--- src/rtl/rr_mux_sched_pkg.sv ---
// Shared types and helpers for the round-robin scheduler.
// The optional packet-lock feature is enabled with RR_MUX_SCHED_LOCK_EN.
package rr_mux_sched_pkg;

  typedef enum logic {EMPTY, FULL} state_t;

  // Pointer/source index width; never narrower than one bit.
  function automatic int ptr_width(input int n);
    return (n < 2) ? 1 : $clog2(n);
  endfunction

endpackage

--- src/rtl/rr_mux_sched_arb.sv ---
// Combinational rotating-priority picker: first asserted valid at or
// after ptr, wrapping modulo p_nreqs.
module rr_mux_sched_arb
  import rr_mux_sched_pkg::*;
#(
  parameter int p_nreqs = 4,
  localparam int c_sbits = ptr_width(p_nreqs)
) (
  input  logic [p_nreqs-1:0]  in_val,
  input  logic [c_sbits-1:0]  ptr,
  output logic [c_sbits-1:0]  grant,
  output logic                gnt_val
);

  int   idx;
  logic found;

  always_comb begin
    grant = '0;
    found = 1'b0;
    idx   = 0;
    for (int k = 0; k < p_nreqs; k++) begin
      idx = int'(ptr) + k;
      if (idx >= p_nreqs) idx = idx - p_nreqs;
      if (!found && in_val[c_sbits'(idx)]) begin
        found = 1'b1;
        grant = c_sbits'(idx);
      end
    end
  end

  assign gnt_val = |in_val;

endmodule

--- src/rtl/rr_mux_sched.sv ---
// Round-robin scheduler muxing p_nreqs val/rdy requesters into one
// registered output channel. Define RR_MUX_SCHED_LOCK_EN for packet lock.
module rr_mux_sched
  import rr_mux_sched_pkg::*;
#(
  parameter int p_nbits = 32,
  parameter int p_nreqs = 4,
  localparam int c_sbits = ptr_width(p_nreqs)
) (
  input  logic                        clk,
  input  logic                        reset,
  input  logic [p_nreqs-1:0]          in_val,
  output logic [p_nreqs-1:0]          in_rdy,
  input  logic [p_nreqs*p_nbits-1:0]  in_msg,
`ifdef RR_MUX_SCHED_LOCK_EN
  input  logic [p_nreqs-1:0]          in_last,
`endif
  output logic                        out_val,
  input  logic                        out_rdy,
  output logic [p_nbits-1:0]          out_msg,
  output logic [c_sbits-1:0]          out_src
);

  state_t               state;
  logic [c_sbits-1:0]   ptr;
  logic [c_sbits-1:0]   arb_ptr;
  logic [c_sbits-1:0]   grant;
  logic [c_sbits-1:0]   next_ptr;
  logic [p_nreqs-1:0]   arb_val;
  logic                 gnt_val;
  logic                 can_accept;
  logic                 xfer;

`ifdef RR_MUX_SCHED_LOCK_EN
  logic                 lock;
  logic [c_sbits-1:0]   lock_id;
  logic                 grant_last;

  // While locked, only the owning requester is visible to the picker.
  always_comb begin
    arb_val = in_val;
    arb_ptr = ptr;
    if (lock) begin
      arb_val = in_val & (p_nreqs'(1) << lock_id);
      arb_ptr = lock_id;
    end
  end

  assign grant_last = in_last[grant];
`else
  assign arb_val = in_val;
  assign arb_ptr = ptr;
`endif

  rr_mux_sched_arb #(.p_nreqs(p_nreqs)) arb (
    .in_val  (arb_val),
    .ptr     (arb_ptr),
    .grant   (grant),
    .gnt_val (gnt_val)
  );

  assign can_accept = (state == EMPTY) | out_rdy;
  assign xfer       = reset & can_accept & gnt_val;
  assign out_val    = (state == FULL);
  assign next_ptr   = (grant == c_sbits'(p_nreqs - 1)) ? '0 : grant + 1'b1;

  always_comb begin
    in_rdy = '0;
    if (xfer) in_rdy[grant] = 1'b1;
  end

  // Dequeue and enqueue can coincide, in which case the register stays FULL.
  always_ff @(posedge clk) begin
    if (!reset) begin
      state   <= EMPTY;
      out_msg <= '0;
      out_src <= '0;
      ptr     <= '0;
`ifdef RR_MUX_SCHED_LOCK_EN
      lock    <= 1'b0;
      lock_id <= '0;
`endif
    end else begin
      if (xfer) begin
        state   <= FULL;
        out_msg <= in_msg[int'(grant)*p_nbits +: p_nbits];
        out_src <= grant;
`ifdef RR_MUX_SCHED_LOCK_EN
        if (grant_last) begin
          lock <= 1'b0;
          ptr  <= next_ptr;
        end else begin
          lock    <= 1'b1;
          lock_id <= grant;
        end
`else
        ptr <= next_ptr;
`endif
      end else if (out_rdy) begin
        state <= EMPTY;
      end
    end
  end

endmodule

--- config.mk ---
export PLATFORM = sky130hd
export DESIGN_NAME = rr_mux_sched
export DESIGN_NICKNAME = d
export VERILOG_FILES = /design/src/rtl/rr_mux_sched_pkg.sv /design/src/rtl/rr_mux_sched_arb.sv /design/src/rtl/rr_mux_sched.sv
export SDC_FILE = /design/constraint.sdc
export NUM_CORES = 1
export LEC_CHECK = 0
export ABC_AREA = 1
export BUFFER_PORTS_ARGS = -buffer_cell sky130_fd_sc_hd__buf_2
export CAP_MARGIN = 20
export CORE_ASPECT_RATIO = 0.5
export CORE_MARGIN = 3
export CORE_UTILIZATION = 45
export DETAILED_ROUTE_END_ITERATION = 16
export PLACE_DENSITY_LB_ADDON = 0.1
export SYNTH_ARGS = -nofsm -noshare
export SYNTH_HDL_FRONTEND = slang
export SYNTH_HIERARCHICAL = 1
export SYNTH_SLANG_ARGS = --single-unit
--- constraint.sdc ---
create_clock -name clk -period 3.4 [get_ports clk]
set_input_delay 0.17 -clock clk [delete_from_list [all_inputs] [get_ports clk]]
set_output_delay 0.17 -clock clk [all_outputs]
set_load 0.03 [all_outputs]
==> results.env, run 1 <==
STATUS='finished clean'
DRT_PRE_ANTENNA_ITERS=4
YOSYS_WARNINGS=6
POWER_DENSITY_mW_PER_MM2=1000
DETAILED_PLACE_HPWL_UM=6110
TIMING.CRITICAL_PATH.ARRIVAL_PS=2620
FINAL.PERIOD_UTILIZATION_PCT=82.2
PLACE.GP.CONGESTION=0.799
WORST-SETUP-PATH-TYPE='reg -> out'
FLOORPLAN.DIE.WIDTH_UM=120
SETUP_REPAIR_AFTER_GLOBAL_ROUTING_MISSED_ITS_MARGIN='no'
PEAKVDDDROP_mV=0.565
DRIVE_ABOVE_1_SHARE_PCT=28.4
CORE_AREA_MM2=0.00621
GR-TOTAL-OVERFLOW=0
TOTALNEGATIVESETUPSLACK_PS=0
INITIAL_UTILIZATION_PCT=47.4
AREA_GROWTH_SYN_TO_LAYOUT_PCT=32.7
TOTAL_ROUTED_LENGTH_UM=8550
FINAL_HOLD_VIOL_COUNT=0
TIMING.REG2REG.SETUP_SLACK_PS=1000
FIRST_PASS_GRT_WIRE_LENGTH_UM=14000
DETAIL_ROUTE.WL_PER_CELL_UM=10.7
SYNTH_TOP_CELLS_BY_COUNT='sky130_fd_sc_hd__nand2_1 (280), sky130_fd_sc_hd__nor2_1 (86), sky130_fd_sc_hd__nand3_1 (54)'
TIMING.SLEW.HEADROOM_PCT=39.6
MAXIMUM_CELL_STAGE_DELAY_ALONG_THE_CRITICAL_PATH_PS=570
MAX_SLEW_VIO_COUNT=0
WORSTPATHBUFFERINVERTERCOUNT=4
POST-SYNTH-TOP-AREA-CELL='sky130_fd_sc_hd__nand2_1'
CTS.CLK_SLEW.WORST_PATHS_PS=50
CLOCK_SKEW_PS=1.85
CRITICAL-PATH-TOP-DELAY-FAMILY='buffers and inverters'
DRT_FIRST_ITER_VIOLATIONS=140
FP-ROW-COUNT=20
DOMINANTREGCELLSYNTH='sky130_fd_sc_hd__dfxtp_1'
DETAIL-ROUTE-ANTENNA-NETS=0
DIE_AREA_MM2=0.00760
FIN_NETS=846
FINAL.MIN_CLOCK_PERIOD_PS=2790
SYNTH-SEQ-AREA-SHARE_PCT=25.2
FINAL_CORE_UTILIZATION_PCT=62.9
SYNTHMOSTINSTANTIATEDCELL='sky130_fd_sc_hd__nand2_1'
WORST_EP_REQUIRED_TIME_PS=3230
FILLERINSTANCES=654
MAPPEDNETLISTAREA_MM2=0.00294
SYNTH_EDF_COUNT=0
CRITICAL_PATH.SLOWEST_CELL='sky130_fd_sc_hd__dfxtp_1'
CAP_VIOLATIONS=0
CTS_RESIZED=0
CTS_BUFFERS=5
IO_PINS=174
SYN-NUM-NETS=694
CLK_PATH_BUF_DEPTH=2
REMAINING_DRC_ERRORS=0
CLOCK_TREE.ROOT_CELL='sky130_fd_sc_hd__clkbuf_16'
GRT_START_MAX_NET_PINS=89
GRT_PASS1_VIAS=3147
CTS-HTREE-LEVELS=2
DIE-HEIGHT_UM=63.2
NUMBER_OF_DIODES_ADDED_FOR_ANTENNA_FIXING=0
PRECTSSETUPSLACK_PS=901
CLKLATENCYLATEPIN_PS=270
POST_DRT_VIA_CELL_RATIO=4.53
SYNTH_LARGEST_TYPE_AREA_FRACTION_PCT=35.7
WORST-SLEW-PIN-TRANSITION_PS=904
WORSTSETUPSTARTPOINTTYPE='flop'
SYNTH_AREA_LEADERS='sky130_fd_sc_hd__nand2_1 (36%), sky130_fd_sc_hd__dfxtp_1 (25%), sky130_fd_sc_hd__nor2_1 (11%)'
FINAL-SETUP-VIOL-COUNT=0
TOTAL_OF_HOLD_BUFFERS_INSERTED_AFTER_CLOCK_TREE_SYNTHESIS=0
ROUTE.VIAS.TOTAL=3607
POWER_LEAKAGE_nW=2.43
PLACEMENT.IO_BUFFERS=173
SYNTH_CELL_TYPE_COUNT=21
SYNTH_AREA_PER_CELL_UM2=5.30
SYNTH_REGISTER_BITS=37
POST-CTS-SETUP-BUFFER-COUNT=0
CELLS_ALONG_THE_CRITICAL_PATH='inv_6, nand2_1, nand2_1, nand2_2, nand2_2, nor2_4, nand2_1, nand3_1, nand2_2, inv_2, ha_1, inv_1, nor2_1, buf_2'
POSTLAYOUTSETUPSLACKWORST_PS=605
FMAX_GHz=0.358
TIMING.HOLD.WS_PS=207
CLOCK_SINKS=37
INITIAL_ANTENNA_VIOLATION_COUNT=0
ASYNC_FLOP_SHARE_PCT=0
TIMING.HOLD.WORST.CLASS='in -> reg'
GRT_USAGE_PCT=21.9
CLOCK_TREE_FROM_TRITONCTS='built'
SYNTHCELLS=555
CRITICAL_PATH.ENDPOINT_TYPE='output port'
CRITICAL_PATH_PEAK_FANOUT=31
[placed cells by master (no fill, tap or decap), drive strengths merged]
cell and n:
nand2 289, buf 178, nor2 87, nand3 54, inv 43, dfxtp 37
clkbuf 6, ha 4, o21ai 3, a21oi 3, clkinv 2, or4 1
nand3b 1
[metrics by stage]
stage | cell area (um^2) | cells | total power (W)
CTS | 3900 | 796 | 0.00394
global route | 3900 | 796 | 0.00434
global placement | 3760 | 788 | 0.00347
detailed placement | 3760 | 788 | 0.00349
finish | 3900 | 796 | 0.00391
floorplan | 2940 | 555 | 0.00291
[report_power, final]
group / internal, W / switching, W / total, W
Sequential: 0.000642 / 0.000111 / 0.000754
Clock: 0.000269 / 0.000164 / 0.000432
Combinational: 0.000851 / 0.00187 / 0.00273
[logic make-up after synthesis]
group           after synthesis  synth area share [%]
compound gates                6                  1.40
fa+ha+maj                     4                  1.70
buf+inv                      76                  12.6
flops                        37                  25.2
simple gates                432                  59.1
[cell type report]
| class | count | area, um^2 | area share [%] |
|---|---|---|---|
| timing repair buffer | 178 | 916 | 23.5 |
| clock inverter | 2 | 10.0 | 0.256 |
| clock buffer | 6 | 129 | 3.30 |
| multi-input combinational | 442 | 1830 | 46.9 |
| sequential | 37 | 741 | 19.0 |
| tap | 88 | 110 | 2.82 |
| inverter | 43 | 166 | 4.26 |
[worst paths after layout]
path | startpoint | to | depth (start not counted)
worst max register to register | arb_ptr[0]$_SDFFE_PN0P_ | out_msg[30]$_SDFFE_PN0P_ | 15
worst max-delay path | arb_ptr[0]$_SDFFE_PN0P_ | in_rdy[0] | 14
worst min-delay path | in_msg[1] | out_msg[1]$_SDFFE_PN0P_ | 5
worst min register to register | out_msg[29]$_SDFFE_PN0P_ | out_msg[29]$_SDFFE_PN0P_ | 2
[state kept, by name, summed over array words and instances (netlist names)]
name,flops
out_msg,32
arb_ptr,2
out_src,2
out_val,1
[worst min-delay path, cell delays in order]
cell	delay, ps
sky130_fd_sc_hd__buf_2	70
sky130_fd_sc_hd__nand2_1	40
sky130_fd_sc_hd__nand3_1	50
sky130_fd_sc_hd__nand3_1	60
sky130_fd_sc_hd__nand2_1	50
[metal layers]
| layer | track usage, % | vias up | share of wire [%] |
|---|---|---|---|
| met3 | 6.10 | 2 | 9.5 |
| met5 | 0 | - | 0 |
| li1 | - | 1967 | - |
| met1 | 28.0 | 1515 | 44 |
| met4 | 2.40 | 0 | 0.21 |
| met2 | 38.3 | 123 | 46 |
Power figures use the tool's default switching activity.
==> run 2, diff against run 1 <==
- CORE_UTILIZATION: 45 -> 44
- clock period: 3.4 -> 2.7 ns (I/O delays scaled with it)
==> results.env, run 2 (synthesized netlist as in run 1, its figures left out) <==
FLIP_FLOP_COUNT_OF_THE_LARGEST_REGISTER_ALL_COPIES_AND_WORDS_ADDED=32  # unchanged
WORST-SETUP-PATH-TYPE='reg -> out'
FIN_TOTAL_PWR_W=0.00497  # +27%
DRT_PRE_ANTENNA_ITERS=4  # unchanged
FINAL-SETUP-VIOL-COUNT=0  # unchanged
POWER_DENSITY_mW_PER_MM2=1260  # +26%
FLOORPLAN.DIE.WIDTH_UM=122  # +1.1%
CLK_PATH_BUF_DEPTH=2  # unchanged
TOP_REGISTER='out_msg'
FINAL.MIN_CLOCK_PERIOD_PS=2460
GR-TOTAL-OVERFLOW=0  # unchanged
SETUP_REPAIR_AFTER_GLOBAL_ROUTING_MISSED_ITS_MARGIN='no'
CTS-HTREE-LEVELS=2  # unchanged
POWER_LEAKAGE_nW=2.45  # +1.0%
DETAIL-ROUTE-ANTENNA-NETS=0  # unchanged
FMAX_GHz=0.407
GRT_PASS1_VIAS=3306  # +5.1%
CLOCK_SINKS=37  # unchanged
TIMING.SLEW.HEADROOM_PCT=36.0  # -3.6 points
PLACE.GP.CONGESTION=0.895  # +12%
POST_DRT_VIA_CELL_RATIO=4.58  # +1.1%
IO_PINS=174  # unchanged
FINAL_HOLD_VIOL_COUNT=0  # unchanged
DRT_FIRST_ITER_VIOLATIONS=158  # +13%
PLACEMENT.IO_BUFFERS=173  # unchanged
MAXIMUM_CELL_STAGE_DELAY_ALONG_THE_CRITICAL_PATH_PS=460  # -110 ps
WORST_EP_REQUIRED_TIME_PS=2570  # -660 ps
GRT_USAGE_PCT=22.3  # +0.41 points
CRITICAL_PATH_PEAK_FANOUT=17  # -45%
DETAILED_PLACE_HPWL_UM=6510  # +6.6%
CLKLATENCYLATEPIN_PS=280  # about the same
CELLS_ALONG_THE_CRITICAL_PATH='inv_6, nand2_1, nand2_2, nand2_1, nand2_2, nor2_4, nand3_1, nand3_1, buf_4, ha_1, inv_1, nor2_1, buf_2'
REMAINING_DRC_ERRORS=0  # unchanged
REGISTER_AREA_UM2=742  # +0.17%
MULTI_INPUT_GATE_AREA_IN_THE_FINAL_LAYOUT_MM2=0.00183  # unchanged
GRT_START_MAX_NET_PINS=47  # -47%
AREA_GROWTH_SYN_TO_LAYOUT_PCT=33.9
DIE_AREA_MM2=0.00776  # +2.1%
CLOCK_SKEW_PS=2.59  # +0.740 ps
CORE_AREA_MM2=0.00626  # +0.81%
TIMING.HOLD.WORST.CLASS='in -> reg'
PLACE_AREA_MM2=0.00380  # +0.86%
ROUTE.VIAS.TOTAL=3675  # +1.9%
FIN_NETS=852  # +0.71%
CAP_VIOLATIONS=0  # unchanged
LAYOUT.CELLS.MOST_COMMON_LIST='sky130_fd_sc_hd__nand2_1 (279), sky130_fd_sc_hd__buf_2 (173), sky130_fd_sc_hd__nor2_1 (86), sky130_fd_sc_hd__nand3_1 (54), sky130_fd_sc_hd__inv_1 (38)'
CRITICAL_PATH.SLOWEST_CELL='sky130_fd_sc_hd__dfxtp_2'
TOTAL_ROUTED_LENGTH_UM=8700  # +1.8%
FP-ROW-COUNT=20  # unchanged
TOTALNEGATIVESETUPSLACK_PS=0  # unchanged
FIRST_PASS_GRT_WIRE_LENGTH_UM=14300  # +1.9%
CLOCK_TREE.ROOT_CELL='sky130_fd_sc_hd__clkbuf_16'
TIMING.CRITICAL_PATH.ARRIVAL_PS=2320  # -300 ps
INITIAL_UTILIZATION_PCT=47.0  # -0.38 points
FINAL.PERIOD_UTILIZATION_PCT=91.0
DIE-HEIGHT_UM=63.8  # +1.0%
LAYOUT.CELLS.MOST_COMMON='sky130_fd_sc_hd__nand2_1'
CLOCK_TREE_FROM_TRITONCTS='built'
TIMING.HOLD.WS_PS=153  # -53.7 ps
FINAL_CELL_AREA_MM2=0.00394  # +0.87%
INITIAL_ANTENNA_VIOLATION_COUNT=0  # unchanged
TIMING.REG2REG.SETUP_SLACK_PS=610  # -390 ps
MAX_SLEW_VIO_COUNT=0  # unchanged
DRIVE_ABOVE_1_SHARE_PCT=29.3  # +0.88 points
WORSTSETUPSTARTPOINTTYPE='flop'
FILLERINSTANCES=676  # +3.4%
PEAKVDDDROP_mV=0.667  # +18%
NUMBER_OF_DIODES_ADDED_FOR_ANTENNA_FIXING=0  # unchanged
CTS.CLK_SLEW.WORST_PATHS_PS=50  # about the same
WORST-SLEW-PIN-TRANSITION_PS=958  # +54.4 ps
DETAIL_ROUTE.WL_PER_CELL_UM=10.9  # +1.0%
POST-CTS-SETUP-BUFFER-COUNT=0  # unchanged
CRITICAL_PATH.ENDPOINT_TYPE='output port'
CTS_BUFFERS=5  # unchanged
STATUS='finished clean'
==> run 2: changes by cell type in the layout (fill, tap and decap cells not counted), sizes merged <==
| cell | change |
|---|---|
| buf | +6 |
==> run 2: layer usage <==
metal	GRT usage (%)	wire [um]	part of all wire [%]	vias up
li1	-	-	-	1975
met1	27.0	3820	44	1570
met2	40.0	4040	46	122
met3	6.10	777	8.9	8
met4	4.61	66	0.76	0
met5	0	0	0	-
==> run 2: final timing paths <==
check                                              start                  endpoint  cells past startpoint
worst max register to register   arb_ptr[0]$_SDFFE_PN0P_  out_msg[21]$_SDFFE_PN0P_                     14
worst min register to register  out_msg[24]$_SDFFE_PN0P_  out_msg[24]$_SDFFE_PN0P_                      2
worst min-delay path                               reset      out_val$_SDFFE_PN0P_                      3
worst max-delay path             arb_ptr[0]$_SDFFE_PN0P_                 in_rdy[3]                     13
==> run 2: area by class of cell <==
type / instances / area share, %
tap: 88 / 2.80
clock buffer: 6 / 3.27
inverter: 43 / 4.23
timing repair buffer: 184 / 24.1
sequential: 37 / 18.8
clock inverter: 2 / 0.254
multi-input combinational: 442 / 46.5
==> run 2: power by group <==
part           internal [W]  total, W  leakage [nW]  switching, W
combinational       0.00111   0.00345          2.07       0.00234
clock              0.000339  0.000565        0.0706      0.000226
sequential         0.000810  0.000948         0.311      0.000138
total               0.00226   0.00497          2.45       0.00271
==> run 2: timing repair <==
action                                  CTS  global route
resized for setup                         0             2
hold buffers                              0             0
endpoints found under the setup margin    0             4
==> run 2: through the flow <==
| step | utilization (%) | setup WS (ps) | std cells |
|---|---|---|---|
| 4_1_cts | 62.9 | 30.1 | 802 |
| 3_3_place_gp | 60.7 | 417 | 794 |
| 3_5_place_dp | 60.7 | 369 | 794 |
| 2_1_floorplan | - | 492 | 555 |
| 6_report | 62.9 | 244 | 802 |
| 5_1_grt | 62.9 | 48.7 | 802 |
==> run 2: critical path, delay by kind of cell, from the launching register on <==
| family | cells | cell delay [ps] |
|---|---|---|
| adders and majority gates | 1 | 210 |
| and+or+nand+nor | 8 | 750 |
| buffers and inverters | 4 | 600 |
| DFF | 1 | 460 |
==> run 3, diff against run 2 <==
- BUFFER_PORTS_ARGS: -buffer_cell sky130_fd_sc_hd__buf_2 -> default
- CORE_UTILIZATION: 44 -> 45
- DONT_BUFFER_PORTS: default -> 1
==> results.env, run 3 (synthesized netlist as in run 1, its figures left out) <==
PEAKVDDDROP_mV=0.704  # +5.5%
NUMBER_OF_DIODES_ADDED_FOR_ANTENNA_FIXING=0  # unchanged
GRT_PASS1_VIAS=2703  # -18%
CLKLATENCYLATEPIN_PS=280  # about the same
WORSTSETUPSTARTPOINTTYPE='flop'
FIN_TOTAL_PWR_W=0.00474  # -4.5%
POWER_LEAKAGE_nW=1.78  # -27%
FIRST_PASS_GRT_WIRE_LENGTH_UM=12900  # -9.6%
DRT_FIRST_ITER_VIOLATIONS=135  # -15%
FINAL.MIN_CLOCK_PERIOD_PS=2400  # -53.0 ps
WHS_PATH_DEPTH=2  # -1
P_INT_W=0.00208  # -7.9%
POWER_DENSITY_mW_PER_MM2=1520  # +20%
TIMING.CRITICAL_PATH.ARRIVAL_PS=2270  # -50 ps
POWER.SEQUENTIAL.FRACTION_PCT=31.6  # +13 points
CTS_BUFFERS=5  # unchanged
WORST_EP_REQUIRED_TIME_PS=2570  # about the same
ROUTE.VIAS.TOTAL=3057  # -17%
POST-CTS-SETUP-BUFFER-COUNT=0  # unchanged
FLOORPLAN.DIE.WIDTH_UM=120  # -1.1%
LAYOUT.CELLS.MOST_COMMON='sky130_fd_sc_hd__nand2_1'
FIN_NETS=684  # -20%
LAYOUT.CELLS.MOST_COMMON_LIST='sky130_fd_sc_hd__nand2_1 (279), sky130_fd_sc_hd__nor2_1 (86), sky130_fd_sc_hd__nand3_1 (54), sky130_fd_sc_hd__inv_1 (39), sky130_fd_sc_hd__dfxtp_1 (36)'
CLOCK_TREE.ROOT_CELL='sky130_fd_sc_hd__clkbuf_16'
DETAILED_PLACE_HPWL_UM=6050  # -7.0%
FP-ROW-COUNT=20  # unchanged
MAX_SLEW_VIO_COUNT=0  # unchanged
CORE_AREA_MM2=0.00621  # -0.80%
DETAIL-ROUTE-ANTENNA-NETS=0  # unchanged
CLOCK_SKEW_PS=6.62  # +4.03 ps
WORST-SLEW-PIN-TRANSITION_PS=695  # -264 ps
SWITCHING_SHARE_PCT=56.1  # +1.6 points
TIMING.REG2REG.SETUP_SLACK_PS=570  # -40 ps
R2R-END='out_msg[7]$_SDFFE_PN0P_'
TOTAL_ROUTED_LENGTH_UM=8170  # -6.1%
FMAX_GHz=0.416  # +2.2%
POST_DRT_VIA_CELL_RATIO=4.82  # +5.2%
DRIVE_ABOVE_1_SHARE_PCT=7.14  # -22 points
FINAL-SETUP-VIOL-COUNT=0  # unchanged
PWR-SHARE-CLK_PCT=11.8  # +0.4 points
GRT_USAGE_PCT=20.7  # -1.7 points
FINAL.PERIOD_UTILIZATION_PCT=89.0  # -2.0 points
PLACEMENT.IO_BUFFERS=0  # -100%
PLACE_AREA_MM2=0.00297  # -22%
SWITCHING_POWER_W=0.00266  # -1.7%
FLIP_FLOP_COUNT_OF_THE_LARGEST_REGISTER_ALL_COPIES_AND_WORDS_ADDED=32  # unchanged
WORST-SETUP-PATH-TYPE='reg -> out'
PRECTSSETUPSLACK_PS=435  # +65.8 ps
AREA_GROWTH_SYN_TO_LAYOUT_PCT=6.21
SHARE_COMB_OF_TOTAL_POWER_PCT=56.6  # -13 points
IO_PINS=174  # unchanged
FINAL_HOLD_VIOL_COUNT=0  # unchanged
TOTALNEGATIVESETUPSLACK_PS=0  # unchanged
DETAIL_ROUTE.WL_PER_CELL_UM=12.9  # +19%
INITIAL_ANTENNA_VIOLATION_COUNT=0  # unchanged
CRITICAL_PATH_PEAK_FANOUT=65  # +48
FILLERINSTANCES=705  # +4.3%
GRT_START_MAX_NET_PINS=66  # +40%
REMAINING_DRC_ERRORS=0  # unchanged
CTS-HTREE-LEVELS=2  # unchanged
CRITICAL_PATH.ENDPOINT_TYPE='output port'
TIMING.SLEW.HEADROOM_PCT=53.6  # +18 points
CTS.CLK_SLEW.WORST_PATHS_PS=60  # about the same
CAP_VIOLATIONS=0  # unchanged
POSTLAYOUTSETUPSLACKWORST_PS=297  # +53.0 ps
DIE_AREA_MM2=0.00760  # -2.1%
WORST-R2R-CELL-COUNT=16  # +2
SETUP.WORST_PATH.START='arb_ptr[1]$_SDFFE_PN0P_'
TIMING.HOLD.WS_PS=3.14  # -150 ps
WORST_SETUP_PATH_ENDPOINT='in_rdy[3]'
PLACE.GP.CONGESTION=0.795  # -11%
STATUS='finished clean'
CLOCK_SINKS=37  # unchanged
CLK_PATH_BUF_DEPTH=2  # unchanged
INITIAL_UTILIZATION_PCT=47.4  # +0.38 points
CLOCK_TREE_FROM_TRITONCTS='built'
FINAL_CELL_AREA_MM2=0.00312  # -21%
DRT_PRE_ANTENNA_ITERS=7  # +3
SETUP_REPAIR_AFTER_GLOBAL_ROUTING_MISSED_ITS_MARGIN='no'
DIE-HEIGHT_UM=63.2  # -1.0%
TOP_REGISTER='out_msg'
TIMING.HOLD.WORST.CLASS='in -> reg'
WORST_R2R_STARTPOINT='arb_ptr[1]$_SDFFE_PN0P_'
GR-TOTAL-OVERFLOW=0  # unchanged
==> run 3: timing repair <==
item	CTS	global route
hold endpoints to repair	4	0
hold buffers	1	0
resized for setup	0	1
endpoints found under the setup margin	0	4
==> run 3: critical path, cell delays in order, from the launching register on <==
cell                      delay (ps)
sky130_fd_sc_hd__dfxtp_1         450
sky130_fd_sc_hd__inv_2           100
sky130_fd_sc_hd__nand2_1          90
sky130_fd_sc_hd__nand2_2          60
sky130_fd_sc_hd__nand2_1          70
sky130_fd_sc_hd__nand2_2          80
sky130_fd_sc_hd__o21ai_1         120
sky130_fd_sc_hd__nand3_1         100
sky130_fd_sc_hd__nand2_2         120
sky130_fd_sc_hd__buf_12          270
sky130_fd_sc_hd__ha_1            210
sky130_fd_sc_hd__inv_1            40
sky130_fd_sc_hd__nor2_1          100
sky130_fd_sc_hd__buf_4           180
==> run 3: per-layer routing <==
layer | share of wire [%] | up-vias | global-route usage (%)
li1 | - | 1638 | -
met1 | 45 | 1295 | 26.8
met2 | 45 | 120 | 34.2
met3 | 9.8 | 4 | 6.91
met4 | 0.56 | 0 | 3.11
met5 | 0 | - | 0
==> run 3: power by group through the flow <==
stage                     clock network (W)  logic [W]  registers (W)
final                              0.000558    0.00268        0.00150
after CTS                          0.000569    0.00272        0.00150
after global routing               0.000598    0.00315        0.00153
after floorplan                           0    0.00224        0.00142
after global placement                    0    0.00268        0.00151
after detailed placement                  0    0.00271        0.00152
==> run 3: final cells by class <==
class                      count  area [um^2]  share of cell area (%)
clock inverter                 2         10.0                   0.321
inverter                      43          166                    5.33
multi-input combinational    442         1830                    58.6
sequential                    37          742                    23.8
timing repair buffer          16          135                    4.33
tap                           88          110                    3.53
clock buffer                   6          129                    4.13
==> run 3: how the worst min path moves through the flow <==
stage          startpoint                       end  slack (ps)
2_1_floorplan   in_msg[0]   out_msg[0]$_SDFFE_PN0P_         350
3_3_place_gp        reset   arb_ptr[1]$_SDFFE_PN0P_         280
3_5_place_dp        reset      out_val$_SDFFE_PN0P_         280
4_1_cts             reset  out_msg[29]$_SDFFE_PN0P_         0.5
5_1_grt             reset  out_msg[29]$_SDFFE_PN0P_           3
6_report            reset  out_msg[29]$_SDFFE_PN0P_           3
==> run 3: stage by stage <==
step           instances  utilization [%]
2_1_floorplan        555                -
3_3_place_gp         625             47.9
3_5_place_dp         625             47.9
4_1_cts              634             50.3
5_1_grt              634             50.3
6_report             634             50.3
